<file path="config.mk">
export PLATFORM = sky130hd
export DESIGN_NAME = interval_capture
export DESIGN_NICKNAME = d
export VERILOG_FILES = /design/src/rtl/interval_capture.sv
export SDC_FILE = /design/constraint.sdc
export NUM_CORES = 1
export LEC_CHECK = 0
export BUFFER_PORTS_ARGS = -buffer_cell sky130_fd_sc_hd__buf_2
export CORE_MARGIN = 4
export CORE_UTILIZATION = 55
export CTS_BUF_LIST = sky130_fd_sc_hd__clkbuf_16
export DETAILED_ROUTE_END_ITERATION = 12
export PLACE_DENSITY = 0.76
export SLEW_MARGIN = 20
export SYNTH_ARGS = -nofsm -noshare
export SYNTH_HDL_FRONTEND = slang
export SYNTH_SLANG_ARGS = --single-unit
</file>
<file path="constraint.sdc">
create_clock -name clk -period 3.3 [get_ports clk]
set_input_delay 0.33 -clock clk [delete_from_list [all_inputs] [get_ports clk]]
set_output_delay 0.33 -clock clk [all_outputs]
set_load 0.01 [all_outputs]
</file>
<file path="src/rtl/interval_capture.sv">
// Measures clk cycles between a start rising edge and a stop rising edge.
// The captured result is held until the consumer acknowledges it.
module interval_capture #(
   parameter int ISIZE = 16
) (
   input  logic             clk,
   input  logic             reset,
   input  logic             start,
   input  logic             stop,
   input  logic             ack,
   output logic [ISIZE-1:0] elapsed,
   output logic             overflow,
   output logic             valid,
   output logic             busy
);

   localparam logic [1:0] S_IDLE  = 2'd0;
   localparam logic [1:0] S_COUNT = 2'd1;
   localparam logic [1:0] S_DONE  = 2'd2;

   localparam logic [ISIZE-1:0] ONE = {{(ISIZE-1){1'b0}}, 1'b1};

   logic [1:0]       r_state;
   logic [ISIZE-1:0] r_cnt;
   logic             r_sat;
   logic [ISIZE-1:0] r_elapsed;
   logic             r_overflow;
   logic             r_start_q;
   logic             r_stop_q;

   logic w_start_edge;
   logic w_stop_edge;
   logic w_cnt_max;

   assign w_start_edge = start & ~r_start_q;
   assign w_stop_edge  = stop & ~r_stop_q;
   assign w_cnt_max    = &r_cnt;

   // Edge history resets high so a level already asserted is not an edge.
   always_ff @(posedge clk or posedge reset) begin
      if (reset) begin
         r_state    <= S_IDLE;
         r_cnt      <= '0;
         r_sat      <= 1'b0;
         r_elapsed  <= '0;
         r_overflow <= 1'b0;
         r_start_q  <= 1'b1;
         r_stop_q   <= 1'b1;
      end else begin
         r_start_q <= start;
         r_stop_q  <= stop;
         case (r_state)
            S_IDLE: begin
               if (w_start_edge) begin
                  r_state <= S_COUNT;
                  r_cnt   <= ONE;
                  r_sat   <= 1'b0;
               end
            end
            S_COUNT: begin
               if (w_start_edge) begin
                  r_cnt <= ONE;
                  r_sat <= 1'b0;
               end else if (w_stop_edge) begin
                  r_state    <= S_DONE;
                  r_elapsed  <= r_cnt;
                  r_overflow <= r_sat;
               end else if (!w_cnt_max) begin
                  r_cnt <= r_cnt + ONE;
               end else begin
                  r_sat <= 1'b1;
               end
            end
            S_DONE: begin
               if (ack) begin
                  if (w_start_edge) begin
                     r_state <= S_COUNT;
                     r_cnt   <= ONE;
                     r_sat   <= 1'b0;
                  end else begin
                     r_state <= S_IDLE;
                  end
               end
            end
            default: r_state <= S_IDLE;
         endcase
      end
   end

   assign elapsed  = r_elapsed;
   assign overflow = r_overflow;
   assign valid    = (r_state == S_DONE);
   assign busy     = (r_state == S_COUNT);

endmodule

</file>
Word level (Yosys, flattened, before mapping). Cells that the tools add are included.

Bits in registers: 38. Input bits: 5. Output and inout port bits: 19. Word-level logic and storage cells: 47.

Add/subtract/negate cells: 1. Eq/ne operators: 9. Muxes and demuxes: 18. Bitwise gates (word level): 5. Reduce and logical (&&, ||, !) cells: 7.

Operators with widths (number): 16-bit two-way mux (5); 16-bit case mux with 3 select lines (1); 16-bit by 1-bit adder with 16-bit output, second input constant (1); 16-bit AND reduction (1); 4-bit AND reduction (3); 2-bit two-way mux (4); 1-bit two-way mux (6); 2-bit != test, second input constant (3); 3-bit != test, second input constant (2); 2-bit case mux with 3 select lines (1); 3-bit by 1-bit != test with 1-bit output, second input constant (1); 1-bit inverter (3); 1-bit case mux with 3 select lines (1); 3-bit AND reduction (1); 3-bit nonzero test (1); 1-bit bitwise AND (2); 2-bit by 1-bit equality test with 1-bit output, second input constant (1); 2-bit equality test, second input constant (1); 2-bit logical NOT (1); 2-bit by 1-bit != test with 1-bit output, second input constant (1).

Logic depth before layout (Yosys ltp). Gate-level depths: netlist (run 1).

Depth in word-level cells: 5. Gate-level depth with buffers: 6. Mapped depth without buffers: 6.

Worst setup path after synthesis (run 1). No wires, ideal clock.

Path kind: flip-flop to flip-flop. Start point: register r_cnt[1]. End point: register r_cnt[0]. Library setup time: 0.128 ns. Arrival: 1.561 ns. Data required time: 3.172 ns. Path slack: 1.611 ns. Stages on the path, launching flop included: 6. Buffers on the path: 0. Clock period less this slack: 1.689 ns. Cell sequence: dfrtp_1 ha_1 nand4_2 or4_4 nor3_1 o31ai_1.

Longest elaborated chain between the ends: 3.

RTL lines: start, declared (RTL line 24) `logic [ISIZE-1:0] r_cnt;`; start signal, assigned (RTL line 69) `r_cnt <= r_cnt + ONE;`; 16-bit AND reduction (RTL line 37) `assign w_cnt_max = &r_cnt;`; 3-bit != test (no source line); 4-bit AND reduction (no source line).

No other way between the ends. A chain may end at the register's enable or synchronous reset.

Final worst setup path (run 1).
Start point: register r_cnt[0]. End point: register r_cnt[13].

Longest elaborated chain between the ends: 5. Elaborated cells between the ends (all ways): 8. Those cells by class: add/sub: 1; eq/ne: 1; mux: 4; reduce/logical: 2.

RTL lines: 16-bit by 1-bit adder with 16-bit output (RTL line 69); 16-bit two-way mux (RTL line 68) `end else if (!w_cnt_max) begin`; 16-bit two-way mux (RTL line 64) `end else if (w_stop_edge) begin`; 16-bit two-way mux (RTL line 61) `if (w_start_edge) begin`; 16-bit case mux with 3 select lines (RTL line 52) `case (r_state)`.

Several ways; a longest one is shown, not always the timed one. The select of a mux whose other input is x is not followed.

==> key figures, run 1 <==
Layout
  • Commonest non-fill, non-tap cell in the layout: dfrtp_1
  • Ratio of cells with drive above 1 in the final layout: 0.272
  • Most frequent cells in the layout: dfrtp_1, buf_2, mux2_2, nand3_1, inv_1
  • # diodes: 0
  • Area Growth Syn to Fin: 14.6%
  • Final net count: 207

Placement
  • Post-DP HPWL: 2890 um
  • GPL Wtd Cong: 0.932
  • Pre-CTS setup slack: roughly 1400 ps
  • PortBufs: 23

Detailed routing
  • Drt first pass iters: 4
  • # DRC: 0
  • Final wirelength: 4200 um
  • Initial detailed-routing violation count: ~180
  • Drt wl/cell: 16.9 um
  • Vias: 1,551
  • Detail Route Antenna Nets: 0
  • Vias/cell: 6.25

Timing
  • Max-slew headroom: 0.397
  • Max Clock Skew: ~1.9 ps
  • Sum Neg Setup Slack: 0 ps
  • Hold Fails Final Rpt: 0
  • Worst-Margin Slew: 901 ps
  • RSZ-0062 raised after global routing: false
  • Tmin final: about 2000 ps
  • Count of final max-slew check failures: 0
  • Fmax: 0.509 GHz
  • Final setup viols: 0
  • WHS: 150 ps
  • Post-route clock period utilization: 0.595
  • Fin worst setup slack: approximately 1300 ps

Yosys
  • Most used DFF post-synth: dfrtp_1
  • Synthesized area: 0.00192 mm2
  • Post-synthesis cell count: ~180
  • Warnings from Yosys: 0
  • Post-synth EDFFs: 0
  • Post-Syn Nets: ~180
  • Sequential-to-total area share from yosys stat: 0.496
  • Ys async rst share: 1.00
  • Flops & latches, synth: 38
  • Syn_area_per_cell: 10.8 um2
  • Synth cell types: 46

Floorplan
  • I/O pins: 24
  • FP Rows: 21
  • Die Area: 0.00451 mm2
  • Die height: 67.1 um
  • Die X-Extent: 67.1 um
  • Initial Utilization: 0.572
  • CORE AREA: 0.00336 mm2

Clock network
  • Clock sinks: 38
  • Htree depth: 2
  • Clk pin slew, worst setup/hold paths: 50 ps
  • CTS tree: yes
  • Post-CTS Setup Inserts: 0
  • Num CTS Buffers: 5
  • Clk Latency, worst-skew pair: ~280 ps
  • Clock Path Buffers: 2
  • CTS Hold Bufs: 0
  • Clock root buffer: clkbuf_16
  • # resized after CTS: 0

GRT
  • GR Util met1: 0.279
  • Largest net degree at the start of global routing: 39
  • Total track usage: 0.215
  • Grt met3 use: 0.0499
  • Vias in the first global route: ~1,500
  • GRT Residual Overflow: 0
  • Grt peak-use layer: met2
  • First-pass GRT wire length: 7340 um
  • Initial antenna violation count: 0
  • Met2 usage in global routing: 0.341

Worst setup path
  • Biggest cell delay along the critical path: 540 ps
  • Startpoint types: flop
  • CP Buf/Inv Count: 0
  • CP top delay family: simple AND/OR/NAND/NOR gates
  • CP Data Required Time: 3490 ps
  • Arrival @ worst endpoint: 2160 ps
  • R2R Setup Slk: 1340 ps
  • Critical-path cell list: ha_1, nand4_2, nor3_1, o41ai_1, a31oi_1
  • Stages on worst setup path: 5
  • Crit-path max FO: 6
  • R2r worst-path depth: 5
  • CP endpoint kind: flop
  • CP max-delay cell: nor3_1
  • Kind of critical path: flop to flop

Power
  • Leakage: 0.00108 uW
  • Cell Pwr Density: 541 mW/mm2
  • Peak VDD IR: 0.374 mV

Flow run
  • Max cap viols: 0

Min path
  • Hold Crit Class: input port to async pin

Outcome
  • Outcome: finished, final reports clean
-- synth_stat cells, types with 2 or more instances --
library cell	count	area share
or4_1	4	0.016
nor3_1	5	0.013
mux2_2	17	0.10
inv_1	8	0.016
dfstp_2	2	0.027
a31oi_1	7	0.023
clkbuf_1	4	0.0078
nor4_1	2	0.0065
nor2b_1	2	0.0065
nand3_1	16	0.042
and3_1	2	0.0065
a41oi_1	2	0.0091
a21oi_1	4	0.010
o211ai_1	3	0.012
and2_1	2	0.0065
buf_2	3	0.0078
a211o_1	2	0.0091
nand2_1	9	0.018
o21ai_0	6	0.016
nand2b_1	4	0.013
dfrtp_1	36	0.47
nor2_1	5	0.0098
o31ai_1	3	0.012
and4_1	4	0.018
nand4_1	5	0.016
-- report_power, final --
| group | internal (uW) | switching, uW |
|---|---|---|
| logic | 72.6 | 113 |
| registers | 513 | 50.7 |
| clock network | 271 | 174 |
| total | 856 | 337 |
-- worst reg2reg max path: cells and delay by family, from the launching register on --
family	cells	cell delay (ps)
AO/OA/AOI/OAI	2	410
adder cells (fa/ha/maj)	1	280
flip-flops	1	440
AND/OR/NAND/NOR	2	760
-- through the flow --
stage	area [um2]	std cells	power (uW)	util
finish	2200	248	1190	0.656
global route	2200	248	1250	0.656
CTS	2200	248	1200	0.656
floorplan	1920	178	694	-
detailed placement	2070	240	755	0.615
global placement	2070	240	747	0.615
-- metal layers --
metal,share of wire,vias up,wire length [um]
li1,-,727,-
met1,0.45,770,1880
met2,0.48,45,2020
met3,0.054,9,225
met4,0.016,0,69
met5,0,-,0
-- path summary, 6_finish.rpt --
check	from	to
max	r_cnt[0]	r_cnt[13]
min	reset	elapsed[13]
max reg2reg	r_cnt[0]	r_cnt[13]
min reg2reg	r_sat	r_sat
max in group asynchronous	reset	r_stop_q
min in group clk	stop	r_stop_q
-- flip-flops by register name, summed over array words and instances (netlist names) --
name	cells
elapsed	16
r_cnt	16
r_state	2
overflow	1
r_sat	1
r_start_q	1
r_stop_q	1
-- logic make-up (layout without fill, tap and decap cells) --
| logic type | count (synthesis) | in the layout | share of synthesized area |
|---|---|---|---|
| flip-flops | 38 | 38 | 0.496 |
| buffers and inverters | 18 | 42 | 0.0397 |
| AND/OR/NAND/NOR | 66 | 66 | 0.217 |
| adder cells (fa/ha/maj) | 1 | 1 | 0.00651 |
| AO/OA/AOI/OAI | 38 | 38 | 0.141 |
| multiplexers | 17 | 17 | 0.0995 |
-- cell type report --
type | instances | area [um2]
Clock buffer | 5 | 125
Clock inverter | 3 | 11.3
Fill cell | 293 | 1160
Inverter | 9 | 33.8
Multi-Input combinational cell | 122 | 893
Sequential cell | 38 | 953
Tap cell | 46 | 57.6
Timing Repair Buffer | 25 | 130
(Power assumes the default switching activity.)
==> run 2, diff against run 1 <==
==> constraint.sdc (replaced) <==
create_clock -name clk -period 1.89 [get_ports clk]
set_input_delay 0.189 -clock clk [delete_from_list [all_inputs] [get_ports clk]]
set_output_delay 0.189 -clock clk [all_outputs]
set_load 0.01 [all_outputs]
==> run 2 against run 1 <==
Count of clock-buffer cells in the layout stayed put. Hold slack worse by 150 ps. Sequential power is 69% higher. Critical endpoint is now r_cnt[15].
==> key figures, run 2 (same netlist as run 1, synthesis figures left out) <==
Detailed routing
  • Initial detailed-routing violation count: around 150
  • Vias/cell: 6.19
  • Drt first pass iters: 5
  • Detail Route Antenna Nets: 0
  • Drt wl/cell: 17.1 um
  • Final wirelength: around 4500 um
  • Vias: 1,615
  • # DRC: 0

Clock network
  • CTS tree: yes
  • Clock Path Buffers: 2
  • CTS Hold Bufs: 0
  • Clock sinks: 38
  • Htree depth: 2
  • Clock root buffer: clkbuf_16
  • Num CTS Buffers: 5
  • Clk pin slew, worst setup/hold paths: ~50 ps
  • Clk Latency, worst-skew pair: 280 ps

Layout
  • # diodes: 0
  • Fin cells: between 200 and 300
  • Most frequent cells in the layout: dfrtp_1, buf_2, mux2_2, nand3_1, buf_4
  • Final instance area: 0.00231 mm2
  • Ratio of cells with drive above 1 in the final layout: 0.330
  • Area Growth Syn to Fin: 20.2%
  • Commonest non-fill, non-tap cell in the layout: dfrtp_1
  • Final net count: 220

Power
  • Cell Pwr Density: 935 mW/mm2
  • Int Pwr: 1560 uW
  • Peak VDD IR: roughly 0.64 mV
  • Leakage: 0.00113 uW
  • Sw Ratio: 0.280
  • Logic pwr share: 0.203
  • Net Switching: 605 uW
  • Clock Power Share: 0.358
  • Sequential share of power: 0.440

Outcome
  • Outcome: finished, final reports clean

GRT
  • First-pass GRT wire length: around 7500 um
  • Vias in the first global route: between 1,500 and 2,000
  • Initial antenna violation count: 0
  • Total track usage: 0.223
  • Largest net degree at the start of global routing: 39
  • GRT Residual Overflow: 0

Worst setup path
  • Crit-path max FO: 9
  • Kind of critical path: flop to flop
  • CP endpoint kind: flop
  • CP Data Required Time: a little over 2000 ps
  • Arrival @ worst endpoint: 1980 ps
  • Startpoint types: flop

Timing
  • Worst-Margin Slew: about 470 ps
  • Hold Fails Final Rpt: 0
  • Fmax: 0.549 GHz
  • Max Clock Skew: 3.13 ps
  • Count of final max-slew check failures: 0
  • Post-route clock period utilization: 0.963
  • Tmin final: 1820 ps
  • WHS: 3.39 ps
  • Final setup viols: 0
  • Max-slew headroom: 0.687

Placement
  • PortBufs: 23
  • GPL Wtd Cong: 0.913
  • Post-DP HPWL: 3170 um
  • Inst Count DP: approximately 250
  • Placed instance area: roughly 0.0022 mm2

Floorplan
  • Initial Utilization: 0.572
  • Die X-Extent: around 67 um
  • FP Rows: 21
  • CORE AREA: ~0.0034 mm2
  • Die Area: roughly 0.0045 mm2
  • I/O pins: 24
  • Die height: 67.1 um

Flow run
  • Max cap viols: 0

Min path
  • Hold Crit Class: input port to async pin
run 2: stage by stage:
step / power, uW / setup WS (ps) / utilization / setup TNS (ps)
6_report: 2160 / 70.0 / 0.688 / 0
5_1_grt: 2270 / -1.61 / 0.688 / -1.61
4_1_cts: 2170 / 86.6 / 0.683 / 0
3_5_place_dp: 1400 / 95.7 / 0.642 / 0
3_3_place_gp: 1370 / 132 / 0.642 / 0
2_1_floorplan: 1210 / 201 / - / 0
run 2: worst max-delay path, cell delays in order (launching register included):
cell     delay (ps)
dfrtp_1         500
and4_1          300
nand4_1         230
o311a_1         400
a211o_1         280
run 2: final cells by class:
type / count / area (um2)
flip-flops and latches: 38 / 953
well taps: 46 / 57.6
inverters: 9 / 33.8
fillers: 281 / 1050
clock inverters: 3 / 12.5
clock buffers: 5 / 125
repair buffers: 38 / 228
multi-input cells: 122 / 902
run 2: routing by layer:
metal | track usage | vias to the layer above | part of all wire
li1 | - | 753 | -
met1 | 0.290 | 795 | 0.42
met2 | 0.360 | 62 | 0.51
met3 | 0.0516 | 5 | 0.057
met4 | 0.0886 | 0 | 0.012
met5 | 0 | - | 0
run 2: worst paths after layout:
kind                          endpoint  slack (ps)      from  cells past startpoint
max reg2reg                  r_cnt[15]          70  r_cnt[3]                      4
max in group asynchronous    r_start_q        1530     reset                      3
min in group clk             r_start_q          20     start                      1
min                        elapsed[10]           3     reset                      3
max                          r_cnt[15]          70  r_cnt[3]                      4
min reg2reg                      r_sat         490     r_sat                      1
run 2: what timing repair did:
action / in CTS / in global routing
resized for setup: 0 / 2
endpoints found under the setup margin: 0 / 4
setup buffers: 0 / 1
run 2: power by group through the flow:
stage	registers [uW]	logic, uW	clock network [uW]
CTS	952	432	783
detailed placement	967	429	0
global route	962	488	825
global placement	956	418	0
finish	951	438	773
floorplan	971	240	0
